==> src/rtl/icache_refill_axi_if.sv <==
// icache_refill_axi_if: cache refill request/return and AXI4 read-channel signal bundle
//   cache side : rd_req/rd_type/rd_addr -> rd_rdy ; ret_valid/ret_last/ret_data back to the cache
//   AR channel : arid/araddr/arlen/arsize/arburst/arlock/arcache/arprot/arvalid -> arready
//   R channel  : rid/rdata/rresp/rlast/rvalid -> rready
//   master = refill block, slave = cache plus AXI fabric
interface icache_refill_axi_if;
    logic        rd_req;
    logic [2:0]  rd_type;
    logic [31:0] rd_addr;
    logic        rd_rdy;
    logic        ret_valid;
    logic        ret_last;
    logic [31:0] ret_data;
    logic [3:0]  arid;
    logic [31:0] araddr;
    logic [7:0]  arlen;
    logic [2:0]  arsize;
    logic [1:0]  arburst;
    logic [1:0]  arlock;
    logic [3:0]  arcache;
    logic [2:0]  arprot;
    logic        arvalid;
    logic        arready;
    logic [3:0]  rid;
    logic [31:0] rdata;
    logic [1:0]  rresp;
    logic        rlast;
    logic        rvalid;
    logic        rready;
    modport master (
        input  rd_req, rd_type, rd_addr, arready, rid, rdata, rresp, rlast, rvalid,
        output rd_rdy, ret_valid, ret_last, ret_data,
               arid, araddr, arlen, arsize, arburst, arlock, arcache, arprot, arvalid, rready
    );
    modport slave (
        output rd_req, rd_type, rd_addr, arready, rid, rdata, rresp, rlast, rvalid,
        input  rd_rdy, ret_valid, ret_last, ret_data,
               arid, araddr, arlen, arsize, arburst, arlock, arcache, arprot, arvalid, rready
    );
endinterface

==> src/rtl/icache_refill_axi.sv <==
// icache_refill_axi: single-outstanding AXI4 read master servicing icache line/uncached refills
//   clk    : clock
//   resetn : asynchronous active-low reset
//   bus    : icache_refill_axi_if.master (cache request/return + AXI AR/R channels)
//   o_err  : sticky protocol-error flag, cleared only by reset
module icache_refill_axi #(
    parameter logic [3:0] ID         = 4'd0,
    parameter int         LINE_BEATS = 4
) (
    input  logic                       clk,
    input  logic                       resetn,
    icache_refill_axi_if.master        bus,
    output logic                       o_err
);
    typedef enum logic [1:0] {S_IDLE, S_AR, S_R} state_t;
    state_t      r_state;
    logic        r_rd_rdy, r_arvalid, r_rready, r_ret_valid, r_ret_last, r_err;
    logic [31:0] r_araddr, r_ret_data;
    logic [7:0]  r_arlen, r_cnt;
    logic [2:0]  r_arsize;
    logic        w_line, w_legal, w_end;
    assign w_line  = bus.rd_type == 3'b100;
    // byte/half/word are 000/001/010; anything else but a line is issued as a word
    assign w_legal = w_line || (!bus.rd_type[2] && bus.rd_type[1:0] != 2'b11);
    assign w_end   = r_cnt == r_arlen || bus.rlast;
    always_ff @(posedge clk or negedge resetn) begin
        if (!resetn) begin
            r_state     <= S_IDLE;
            r_rd_rdy    <= 1'b1;
            r_arvalid   <= 1'b0;
            r_rready    <= 1'b0;
            r_ret_valid <= 1'b0;
            r_ret_last  <= 1'b0;
            r_ret_data  <= 32'd0;
            r_err       <= 1'b0;
            r_araddr    <= 32'd0;
            r_arlen     <= 8'd0;
            r_arsize    <= 3'd0;
            r_cnt       <= 8'd0;
        end else begin
            r_ret_valid <= 1'b0;
            r_ret_last  <= 1'b0;
            case (r_state)
                S_IDLE: if (bus.rd_req) begin
                    r_araddr  <= w_line ? {bus.rd_addr[31:4], 4'h0} : bus.rd_addr;
                    r_arlen   <= w_line ? 8'(LINE_BEATS - 1) : 8'd0;
                    r_arsize  <= (w_legal && !w_line) ? {1'b0, bus.rd_type[1:0]} : 3'b010;
                    r_err     <= r_err | ~w_legal;
                    r_rd_rdy  <= 1'b0;
                    r_arvalid <= 1'b1;
                    r_state   <= S_AR;
                end
                S_AR: if (bus.arready) begin
                    r_arvalid <= 1'b0;
                    r_rready  <= 1'b1;
                    r_cnt     <= 8'd0;
                    r_state   <= S_R;
                end
                S_R: if (bus.rvalid) begin
                    if (bus.rid != ID) begin
                        // foreign-ID beat: consumed and dropped
                        r_err <= 1'b1;
                    end else begin
                        r_ret_valid <= 1'b1;
                        r_ret_data  <= bus.rdata;
                        r_cnt       <= r_cnt + 8'd1;
                        // rlast must coincide exactly with the arlen-th beat; both early and missing rlast are errors
                        r_err       <= r_err | (bus.rresp != 2'b00) | (bus.rlast != (r_cnt == r_arlen));
                        if (w_end) begin
                            r_ret_last <= 1'b1;
                            r_rready   <= 1'b0;
                            r_rd_rdy   <= 1'b1;
                            r_state    <= S_IDLE;
                        end
                    end
                end
                default: r_state <= S_IDLE;
            endcase
        end
    end
    assign bus.rd_rdy    = r_rd_rdy;
    assign bus.ret_valid = r_ret_valid;
    assign bus.ret_last  = r_ret_last;
    assign bus.ret_data  = r_ret_data;
    assign bus.arid      = ID;
    assign bus.araddr    = r_araddr;
    assign bus.arlen     = r_arlen;
    assign bus.arsize    = r_arsize;
    assign bus.arburst   = 2'b01;
    assign bus.arlock    = 2'b00;
    assign bus.arcache   = 4'h0;
    assign bus.arprot    = 3'h0;
    assign bus.arvalid   = r_arvalid;
    assign bus.rready    = r_rready;
    assign o_err         = r_err;
endmodule
==> src/flat_wrapper.sv <==
// flat-port wrapper written by rule: the top's interface ports become plain ports
module icache_refill_axi_flat 
#(
    parameter logic [3:0] ID         = 4'd0,
    parameter int         LINE_BEATS = 4
)
  (clk, resetn, o_err, bus_rd_req, bus_rd_type, bus_rd_addr, bus_arready, bus_rid, bus_rdata, bus_rresp, bus_rlast, bus_rvalid, bus_rd_rdy, bus_ret_valid, bus_ret_last, bus_ret_data, bus_arid, bus_araddr, bus_arlen, bus_arsize, bus_arburst, bus_arlock, bus_arcache, bus_arprot, bus_arvalid, bus_rready);
  icache_refill_axi_if bus_i ();
  input  logic clk;
  input  logic resetn;
  output logic o_err;
  input wire logic [$bits(bus_i.rd_req)-1:0] bus_rd_req;
  input wire logic [$bits(bus_i.rd_type)-1:0] bus_rd_type;
  input wire logic [$bits(bus_i.rd_addr)-1:0] bus_rd_addr;
  input wire logic [$bits(bus_i.arready)-1:0] bus_arready;
  input wire logic [$bits(bus_i.rid)-1:0] bus_rid;
  input wire logic [$bits(bus_i.rdata)-1:0] bus_rdata;
  input wire logic [$bits(bus_i.rresp)-1:0] bus_rresp;
  input wire logic [$bits(bus_i.rlast)-1:0] bus_rlast;
  input wire logic [$bits(bus_i.rvalid)-1:0] bus_rvalid;
  output wire logic [$bits(bus_i.rd_rdy)-1:0] bus_rd_rdy;
  output wire logic [$bits(bus_i.ret_valid)-1:0] bus_ret_valid;
  output wire logic [$bits(bus_i.ret_last)-1:0] bus_ret_last;
  output wire logic [$bits(bus_i.ret_data)-1:0] bus_ret_data;
  output wire logic [$bits(bus_i.arid)-1:0] bus_arid;
  output wire logic [$bits(bus_i.araddr)-1:0] bus_araddr;
  output wire logic [$bits(bus_i.arlen)-1:0] bus_arlen;
  output wire logic [$bits(bus_i.arsize)-1:0] bus_arsize;
  output wire logic [$bits(bus_i.arburst)-1:0] bus_arburst;
  output wire logic [$bits(bus_i.arlock)-1:0] bus_arlock;
  output wire logic [$bits(bus_i.arcache)-1:0] bus_arcache;
  output wire logic [$bits(bus_i.arprot)-1:0] bus_arprot;
  output wire logic [$bits(bus_i.arvalid)-1:0] bus_arvalid;
  output wire logic [$bits(bus_i.rready)-1:0] bus_rready;
  assign bus_i.rd_req = bus_rd_req;
  assign bus_i.rd_type = bus_rd_type;
  assign bus_i.rd_addr = bus_rd_addr;
  assign bus_i.arready = bus_arready;
  assign bus_i.rid = bus_rid;
  assign bus_i.rdata = bus_rdata;
  assign bus_i.rresp = bus_rresp;
  assign bus_i.rlast = bus_rlast;
  assign bus_i.rvalid = bus_rvalid;
  assign bus_rd_rdy = bus_i.rd_rdy;
  assign bus_ret_valid = bus_i.ret_valid;
  assign bus_ret_last = bus_i.ret_last;
  assign bus_ret_data = bus_i.ret_data;
  assign bus_arid = bus_i.arid;
  assign bus_araddr = bus_i.araddr;
  assign bus_arlen = bus_i.arlen;
  assign bus_arsize = bus_i.arsize;
  assign bus_arburst = bus_i.arburst;
  assign bus_arlock = bus_i.arlock;
  assign bus_arcache = bus_i.arcache;
  assign bus_arprot = bus_i.arprot;
  assign bus_arvalid = bus_i.arvalid;
  assign bus_rready = bus_i.rready;
  icache_refill_axi #(.ID(ID), .LINE_BEATS(LINE_BEATS)) u_core (.clk(clk), .resetn(resetn), .bus(bus_i), .o_err(o_err));
endmodule
==> config.mk <==
export PLATFORM = sky130hd
export DESIGN_NAME = icache_refill_axi_flat
export DESIGN_NICKNAME = d
export VERILOG_FILES = /design/src/rtl/icache_refill_axi_if.sv /design/src/rtl/icache_refill_axi.sv /design/src/flat_wrapper.sv
export SDC_FILE = /design/constraint.sdc
export NUM_CORES = 1
export LEC_CHECK = 0
export ABC_AREA = 1
export BUFFER_PORTS_ARGS = -buffer_cell sky130_fd_sc_hd__buf_2
export CAP_MARGIN = 20
export CORE_ASPECT_RATIO = 1.2
export CORE_MARGIN = 2
export CORE_UTILIZATION = 46
export CTS_BUF_LIST = sky130_fd_sc_hd__clkbuf_16
export DETAILED_ROUTE_END_ITERATION = 8
export GPL_ROUTABILITY_DRIVEN = 0
export GPL_TIMING_DRIVEN = 0
export PLACE_DENSITY = 0.83
export SYNTH_ARGS = -nofsm -noshare
export SYNTH_HDL_FRONTEND = slang
export SYNTH_SLANG_ARGS = --single-unit
==> constraint.sdc <==
create_clock -name clk -period 1.8 [get_ports clk]
set_clock_uncertainty 0.05 [all_clocks]
set_input_delay 0.09 -clock clk [delete_from_list [all_inputs] [get_ports clk]]
set_output_delay 0.09 -clock clk [all_outputs]
set_load 0.02 [all_outputs]
==> flow_metrics.py <==
metrics = {
    "critical_path": {
        "critical_path_class": "register to register",
        "crit_fanout": 4,
        "cp-end-kind": "register",
        "crit_required_ns": 2.00,
        "cp.arrival_ns": 2.01,
        "cp-start-kind": "register",
    },
    "floorplan": {
        "core_area_sq_um": 7660,
        "die_w_um": 84.9,
        "start_util_pct": 47.1,
        "num_io_pins": 175,
        "fp-row-count": 35,
        "die_y_um": 101,
        "dieArea_sq_um": 8580,
    },
    "drt": {
        "wl_um": 10800,
        "drc": 0,
        "drt_iter0_drc": 133,
        "viasPerCell": 4.75,
        "ant_nets": 0,
        "first_pass_iters": 5,
        "drt-wirelength-per-cell_um": 13.7,
        "vias": 3735,
    },
    "power": {
        "p_comb_share_pct": 39.2,
        "p_int_mw": 4.82,
        "pwr-share-seq_pct": 36.5,
        "pwr-share-clk_pct": 24.4,
        "sw_frac_of_total_pct": 39.7,
        "ir_drop_mv": 1.26,
        "switchingPower_mw": 3.18,
        "p_per_area_nw_per_um2": 1410,
        "p_leak_nw": 3.29,
    },
    "cells_and_area": {
        "syn_to_final_growth_pct": 56.6,
        "regArea_sq_um": 2080,
        "final_area_sq_um": 5650,
        "layout-drive-gt1-share_pct": 31.6,
        "nFillCells": 565,
        "multi_input_area_sq_um": 1320,
        "fin_nets": 771,
        "stdcell_count": 787,
    },
    "clock_network": {
        "cts_htree_levels": 3,
        "cts_sinks": 83,
        "cts_buffer_depth": 2,
        "numCtsBuffers": 9,
        "cts_tree": "done",
        "clk_pin_slew_ns": 0.06,
        "cts_root_buffer": "clkbuf_16",
        "clk_latency_ns": 0.33,
    },
    "grt": {
        "grtUsageMet3_pct": 5.98,
        "grtUsageMet1_pct": 27.7,
        "antenna_found_initial": 0,
        "global_route.usage.met2_pct": 45.5,
        "globalRouteOverflowTotal": 0,
        "grt_max_degree": 70,
        "grt_pass1_vias": 3707,
        "grt_usage_pct": 25.6,
        "grt_pass1_wl_um": 17200,
        "grt-busiest-layer": "met2",
    },
    "outcome": {
        "status": "complete, but fails checks",
        "violations": "setup timing",
    },
    "place": {
        "pre_cts_ws_ns": -0.187,
        "dp_hpwl_um": 6580,
        "place_inst": 700,
        "place_area_sq_um": 4590,
        "io_buffer_count": 152,
    },
    "synthesis": {
        "yosysWarnings": 0,
        "dominantRegCellSynth": "dfrtp_1",
        "ys_seq_area_share_pct": 57.6,
        "synth_area_sq_um": 3610,
        "synth_top_area_share_pct": 56.8,
        "yosys.area_share.adder_pct": 0.693,
        "synth_top_area_cell": "dfrtp_1",
        "synth_compound_area_share_pct": 2.81,
        "synth_most_common_cell": "nand2_1",
        "synth_edf_count": 0,
        "ys_top_cells_by_area": "dfrtp_1 (57%), nand2_1 (24%), buf_4 (4.8%), inv_1 (2.1%), nand3_1 (2.1%)",
        "synthTopCellsByCount": "nand2_1 (227), dfrtp_1 (82), buf_4 (23), inv_1 (20)",
        "ys_ff_latch": 83,
        "synthMuxAreaShare_pct": 0,
        "syn_area_per_cell_sq_um": 8.30,
        "synthXorXnorAreaFrac_pct": 0.243,
        "synth_top_family_by_area": "simple AND/OR/NAND/NOR gates",
        "synthArstFlopShare_pct": 100,
        "netlist_instances": 435,
        "yosysUniqueCellTypes": 27,
        "synthSimpleGateAreaFrac_pct": 29.5,
    },
    "timing": {
        "period_minus_slack_ns": 1.81,
        "slew_headroom_pct": 64.2,
        "finalMaxSlewViolations": 0,
        "hold_viol": 0,
        "min_period_over_period_pct": 100,
        "max_freq_mhz": 553,
        "worst_slew_pin_slew_ns": 0.532,
        "holdWs_ns": 0.0308,
        "setup_slack_ns": -0.00781,
        "grt_setup_unrepaired": "true",
        "setup_viol_count_final": 1,
    },
    "worst_hold_path": {
        "hold_path_class": "input pin to register",
    },
    "flow_run": {
        "maxCapViolCount": 0,
    },
}
## cell type report
| type | instances | area share (%) |
|---|---|---|
| Multi-Input combinational cell | 312 | 23.3 |
| Sequential cell | 83 | 36.8 |
| Antenna cell | 1 | 0.0443 |
| Timing Repair Buffer | 225 | 26.6 |
| Clock inverter | 6 | 1.59 |
| Clock buffer | 9 | 3.98 |
| Inverter | 23 | 1.53 |
| Tap cell | 92 | 2.04 |
| Buffer | 36 | 4.14 |
## registers in the layout (all words and copies together) (netlist names)
signal / flops
u_core.bus.ret_last: 1
u_core.bus.arsize: 2
u_core.bus.arlen: 1
u_core.bus.araddr: 32
u_core.bus.rready: 1
u_core.o_err: 1
u_core.r_cnt: 8
u_core.bus.ret_data: 32
u_core.bus.ret_valid: 1
u_core.r_state: 2
u_core.bus.rd_rdy: 1
u_core.bus.arvalid: 1
## power by group through the flow
stage               clock network (mW)  logic, mW  registers [mW]
floorplan                            0       1.05            3.66
global placement                     0       2.81            2.88
detailed placement                   0       2.92            2.90
CTS                               1.98       3.05            2.89
global route                      2.06       3.41            2.99
finish                            1.95       3.13            2.92
## critical path, stage by stage (launching register included)
cell,delay [ns]
dfrtp_1,0.42
nor2_2,0.11
nor2_1,0.06
a21oi_2,0.15
nand4_1,0.22
ha_4,0.26
o21ai_0,0.20
nand4_1,0.12
nand2_1,0.07
o21ai_0,0.08
## through the flow
| step | total power [mW] | util [%] | TNS, ns |
|---|---|---|---|
| global placement | 5.69 | 59.5 | -2.00 |
| CTS | 7.92 | 73.3 | 0 |
| floorplan | 4.71 | - | 0 |
| finish | 8.00 | 73.8 | -0.00781 |
| detailed placement | 5.82 | 59.9 | -0.398 |
| global route | 8.46 | 73.7 | -0.257 |
## timing repair
action / 4_1_cts / 5_1_grt
hold buffers: 68 / 0
buffers inserted: 3 / 1
endpoints found under the hold margin: 148 / 0
gates resized for setup: 2 / 6
setup endpoints to repair: 3 / 4
pin swaps: 2 / 2
## cells by family (layout without fill, tap and decap cells)
group | count (synthesis) | after routing
fa+ha+maj | 2 | 2
buf+inv | 60 | 299
flops | 83 | 83
xor+xnor | 1 | 1
compound gates | 19 | 19
simple gates | 268 | 268
other cells | 2 | 23
## cells in the final DEF (no fill, tap or decap), types with 2 or more instances in the layout
cell type,count
bufinv_16,2
buf_4,28
or2_2,2
o21ai_0,14
inv_1,20
buf_2,161
nand3_1,15
dfrtp_1,81
buf_1,3
conb_1,22
dlygate4sd3_1,68
clkinv_4,2
inv_2,3
nor2_1,14
clkbuf_16,9
nand4_1,2
nor3_4,2
nand2_1,227
## path summary, 6_finish.rpt
| path | from | end | slack [ns] | cells after the start |
|---|---|---|---|---|
| min in group asynchronous | resetn | u_core.bus.araddr[10] | 0.11 | 2 |
| setup / recovery | u_core.r_cnt[0] | u_core.bus.rd_rdy | -0.008 | 9 |
| setup reg to reg | u_core.r_cnt[0] | u_core.bus.rd_rdy | -0.008 | 9 |
| hold reg to reg | u_core.bus.ret_data[0] | u_core.bus.ret_data[0] | 0.42 | 2 |
| max in group asynchronous | resetn | u_core.bus.rd_rdy | 0.97 | 3 |
| hold / removal | bus_arready | u_core.r_state[0] | 0.03 | 4 |
## layer usage
metal | vias to the layer above | wire, um
met4 | 0 | 557
li1 | 1799 | -
met3 | 47 | 652
met5 | - | 0
met2 | 155 | 5700
met1 | 1734 | 3870
No activity file was read; power rests on OpenSTA's default activity.
